$ cat src/rtl/dmem_arbiter_pkg.sv
// dmem_arbiter_pkg: shared SoC bus widths and requester index encoding for the data-memory path.
package dmem_arbiter_pkg;
  localparam int SOC_ADDR_W = 32;
  localparam int SOC_DATA_W = 32;
  typedef enum logic {M0 = 1'b0, M1 = 1'b1} req_idx_e;
endpackage

$ cat src/rtl/dmem_arbiter_rr_arb2.sv
// rr_arb2: two-requester pick logic (round-robin or m0-priority with forced m1) producing a one-hot grant.
module rr_arb2
  import dmem_arbiter_pkg::*;
(
  input  logic [1:0] req,
  input  req_idx_e   ptr,
  input  logic       prio,
  input  logic       force_m1,
  output logic [1:0] gnt
);
  logic pick_m1;
  assign pick_m1 = prio ? force_m1 : (ptr == M0);
  assign gnt[M1] = req[M1] & (~req[M0] | pick_m1);
  assign gnt[M0] = req[M0] & ~gnt[M1];
endmodule

$ cat src/rtl/dmem_arbiter.sv
// dmem_arbiter: arbitrates core (m0) and DMA/debug (m1) accesses onto one data-memory port.
module dmem_arbiter
  import dmem_arbiter_pkg::*;
#(
  parameter int ADDR_W     = SOC_ADDR_W,
  parameter int DATA_W     = SOC_DATA_W,
  parameter int PRIO_M0    = 0,
  parameter int STARVE_MAX = 8
) (
  input  logic              clk,
  input  logic              rst,
  input  logic              m0_req,
  input  logic              m1_req,
  input  logic              m0_we,
  input  logic              m1_we,
  input  logic [ADDR_W-1:0] m0_addr,
  input  logic [ADDR_W-1:0] m1_addr,
  input  logic [DATA_W-1:0] m0_wdata,
  input  logic [DATA_W-1:0] m1_wdata,
  output logic              m0_gnt,
  output logic              m1_gnt,
  output logic              m0_rvalid,
  output logic              m1_rvalid,
  output logic [DATA_W-1:0] m0_rdata,
  output logic [DATA_W-1:0] m1_rdata,
  output logic [ADDR_W-1:0] mem_addr,
  output logic [DATA_W-1:0] mem_wdata,
  output logic              mem_read,
  output logic              mem_write,
  input  logic [DATA_W-1:0] mem_rdata
);
  localparam int SW = $clog2(STARVE_MAX + 1);
  logic [1:0]    pick;
  logic          any_gnt;
  logic          win_we;
  logic          rd_q;
  req_idx_e      last_q;
  req_idx_e      owner_q;
  req_idx_e      win;
  logic [SW-1:0] starve_q;
  rr_arb2 u_pick (
    .req      ({m1_req, m0_req}),
    .ptr      (last_q),
    .prio     (PRIO_M0 != 0),
    .force_m1 (starve_q == SW'(STARVE_MAX)),
    .gnt      (pick)
  );
  // Grants are masked while reset is held so no access escapes during reset.
  assign m0_gnt    = rst & pick[M0];
  assign m1_gnt    = rst & pick[M1];
  assign any_gnt   = m0_gnt | m1_gnt;
  assign win       = m1_gnt ? M1 : M0;
  assign win_we    = m1_gnt ? m1_we : m0_we;
  assign mem_addr  = m1_gnt ? m1_addr : m0_gnt ? m0_addr : '0;
  assign mem_wdata = m1_gnt ? m1_wdata : m0_gnt ? m0_wdata : '0;
  assign mem_write = any_gnt & win_we;
  assign mem_read  = any_gnt & ~win_we;
  always_ff @(posedge clk or negedge rst) begin
    if (!rst) begin
      last_q   <= M1;
      owner_q  <= M0;
      rd_q     <= 1'b0;
      starve_q <= '0;
    end else begin
      if (any_gnt) last_q <= win;
      rd_q     <= mem_read;
      owner_q  <= win;
      starve_q <= (m1_req & ~m1_gnt) ? (starve_q == SW'(STARVE_MAX) ? starve_q : starve_q + 1'b1) : '0;
    end
  end
  assign m0_rvalid = rd_q & (owner_q == M0);
  assign m1_rvalid = rd_q & (owner_q == M1);
  assign m0_rdata  = m0_rvalid ? mem_rdata : '0;
  assign m1_rdata  = m1_rvalid ? mem_rdata : '0;
endmodule
$ cat config.mk
export PLATFORM = sky130hd
export DESIGN_NAME = dmem_arbiter
export DESIGN_NICKNAME = d
export VERILOG_FILES = /design/src/rtl/dmem_arbiter_pkg.sv /design/src/rtl/dmem_arbiter_rr_arb2.sv /design/src/rtl/dmem_arbiter.sv
export SDC_FILE = /design/constraint.sdc
export NUM_CORES = 1
export LEC_CHECK = 0
export CORE_AREA = 2 2 117 119
export CTS_CLUSTER_DIAMETER = 200
export DETAILED_ROUTE_END_ITERATION = 8
export DIE_AREA = 0 0 119 121
export DONT_BUFFER_PORTS = 1
export HOLD_SLACK_MARGIN = 0.12
export PLACE_DENSITY = 0.3
export SLEW_MARGIN = 20
export SYNTH_ARGS = -nofsm -noshare
export SYNTH_HDL_FRONTEND = slang
export SYNTH_HIERARCHICAL = 1
export SYNTH_SLANG_ARGS = --single-unit
$ cat constraint.sdc
create_clock -name clk -period 1.8 [get_ports clk]
set_clock_uncertainty 0.15 [all_clocks]
set_input_delay 0.36 -clock clk [delete_from_list [all_inputs] [get_ports clk]]
set_output_delay 0.36 -clock clk [all_outputs]
set_load 0.01 [all_outputs]
==> impl_metrics.toml, run 1 <==
[timing]
finalSetupViolCount = 68
finalSetupTns_ns = -28.06
period_minus_slack_ns = 2.257
drv_slew = 0
finalHoldViolations = 0
period_share = 1.254
max_freq_mhz = 443.1
worst_hold_slack_ns = 0.1976
rsz0062_at_grt = "true"
finalWorstSetupSlack_ns = -0.4569

[power]
powerDensity_nw_per_um2 = 448.3
ir_drop_uv = 288.4
leakagePower_nw = 1.202

[synth]
synth-edff-count = 0
synth_area_leader_cell = "a22o_1"
synth_area_leaders = "a22o_1, and2_1, and3_1, dfrtp_1, buf_6"
synth.most_common_cell = "a22o_1"
syn_area_per_cell_sq_um = 7.901
syn_inst = 194
synth.mux.area_fraction = 0.006531
synthAdderAreaFrac = 0.01633
synthSimpleGateAreaFrac = 0.3273
yosysSeqAreaShare = 0.1151
syn_area_sq_um = 1533
synth_top_cells_by_count = "a22o_1, and2_1, and3_1"
synth_top_area_frac = 0.3714
synth_top_family_by_area = "compound AO/OA/AOI/OAI gates"
synth_flop_cell = "dfrtp_1"
synth-seq-cells = 7
async_flop_share = 1.000
synth.yosys.warnings = 6
synth_xor_area_frac = 0.01714
synth_compound_area_frac = 0.3853
synth_cell_type_count = 29

[routing]
wl_per_cell_um = 20.93
vias_per_cell = 4.524
totalWireLength_um = 7910
dr.first_iter.drc_count = 51
dr.pass1.iters = 4
drc = 0
antenna_left = 0
vias = 1710

[floorplanning]
coreArea_sq_um = 13090
rows = 42
io-pin-count = 300
start_util = 0.1171
fp.dieH_um = 121
die_w_um = 119
die_area_sq_um = 14400

[setup_path]
cp_max_fo = 8
cp.arrival_ns = 1.75
criticalPathCategory = "reg -> out"
endpoint_kind = "output port"
required_ns = 1.29
cp-start-kind = "register"

[layout]
area_growth_pct = 63.02
seq_area_sq_um = 176.4
fin_util = 0.1910
drive_gt1_frac = 0.3861
nets = 371
num-fill-cells = 1433
diodes = 0
multi_input_area_sq_um = 1590

[grt]
gr-total-overflow = 0
track_usage = 0.08849
grt_pass1_vias = 1672
antenna_found_initial = 0
grt_max_degree = 34
grt_pass1_wl_um = 9639

[hold_path]
worst_hold_path_type = "in -> reg"

[clock_tree]
clock_path_buffers = 2
h-tree-depth = 1
clockRootBuffer = "clkbuf_16"
clk_pin_slew_ns = 0.04
cts_tree = "yes"
clock_latency_ns = 0.23
clock-sinks = 7
cts-buffers-inserted = 3

[outcome]
violations = "negative setup slack"
outcome = "complete, but fails checks"

[place]
place.gp.congestion = 0.8134
dp_hpwl_um = 5043
io_buffers = 0

[run]
maxCapViolCount = 0
==> final timing paths <==
kind / startpoint / to / slack, ns / cells past startpoint
worst min register to register: last_q / last_q / 0.31 / 2
worst max-delay path: last_q / mem_wdata[25] / -0.46 / 7
min in group asynchronous: rst / starve_q[0] / 0.32 / 1
worst max register to register: last_q / rd_q / 0.05 / 8
worst min-delay path: m1_req / starve_q[0] / 0.20 / 2
max in group asynchronous: rst / last_q / 0.88 / 1
==> report_power, final <==
part           switching (mW)  internal [mW]  total (mW)
Combinational           0.291          0.274       0.565
Clock                  0.0785          0.294       0.373
Sequential            0.00953          0.173       0.182
==> layout make-up <==
| type | instances | area share |
|---|---|---|
| clock buffer | 4 | 0.03155 |
| inverter | 6 | 0.01502 |
| multi-input combinational | 161 | 0.6365 |
| sequential | 7 | 0.07061 |
| tap | 176 | 0.08813 |
| timing repair buffer | 24 | 0.1582 |
==> per-stage QoR <==
step	cell area, sq um	std cells	total power [mW]	setup slack, ns
after floorplan	1553	197	0.5083	-0.07812
after global placement	1722	361	0.5530	-0.2361
after detailed placement	1722	361	0.5535	-0.2460
after CTS	2235	377	1.079	-0.4646
after global routing	2499	378	1.182	-0.5422
final	2499	378	1.120	-0.4569
==> cells by family after synthesis <==
family                   Yosys count
other                              1
flip-flops                         7
multiplexers                       1
AND/OR/NAND/NOR                   83
buffers and inverters             29
AO/OA/AOI/OAI                     68
adder cells (fa/ha/maj)            2
XOR/XNOR                           3
==> cell usage in the layout (no fill, tap or decap), types with 3 or more instances in the layout <==
cell       netlist  final
buf_16           0      6
buf_12           0      4
a22o_1          65     23
and2_1          33     33
buf_4            0      9
inv_1            5      4
a22o_4           0     42
nor2_1           3      3
clkbuf_16        0      5
dfrtp_1          6      6
nand2_1          5      4
conb_1           1      4
and3_1          32     32
==> sequential cells by signal, indices dropped and copies added, names as in the netlist <==
name	flops
starve_q	4
last_q	1
owner_q	1
rd_q	1
==> critical path: stages, from the launching register on <==
cell and delay, ns:
dfstp_2 0.52, and2b_1 0.12, o31a_1 0.14, nand2_2 0.08, nor2_4 0.15, buf_12 0.16
clkbuf_16 0.16, a22o_1 0.18
==> routing by layer <==
layer	GRT usage	part of all wire	vias to the layer above	wire length, um
met2	0.1588	0.51	149	4015
li1	-	-	748	-
met1	0.1081	0.39	797	3071
met5	0	0	-	0
met3	0.009398	0.073	16	577
met4	0.03497	0.031	0	246
==> repair_timing <==
action                                 in CTS  in global routing
cloned                                      6                  2
pin swaps                                   7                  3
hold buffers                                1                  0
setup endpoints to repair                  69                 69
endpoints found under the hold margin       7                  0
resized for setup                          38                 27
buffers inserted                            6                  2
(Power assumes the default switching activity.)
==> run 2: changes to the inputs <==
--- a/config.mk
+++ b/config.mk
@@ -6,7 +6,6 @@
 export NUM_CORES = 1
 export LEC_CHECK = 0
 export CORE_AREA = 2 2 117 119
-export CTS_CLUSTER_DIAMETER = 200
 export DETAILED_ROUTE_END_ITERATION = 8
 export DIE_AREA = 0 0 119 121
 export DONT_BUFFER_PORTS = 1
==> results of run 2 <==
Same layout as run 1: the final DEF is identical, and so are final timing and power.
==> run 3: changes to the inputs <==
--- a/config.mk
+++ b/config.mk
@@ -6,6 +6,7 @@
 export NUM_CORES = 1
 export LEC_CHECK = 0
 export CORE_AREA = 2 2 117 119
+export CTS_CLUSTER_SIZE = 40
 export DETAILED_ROUTE_END_ITERATION = 8
 export DIE_AREA = 0 0 119 121
 export DONT_BUFFER_PORTS = 1
==> results of run 3 <==
Same layout as run 1: the final DEF is identical, and so are final timing and power.
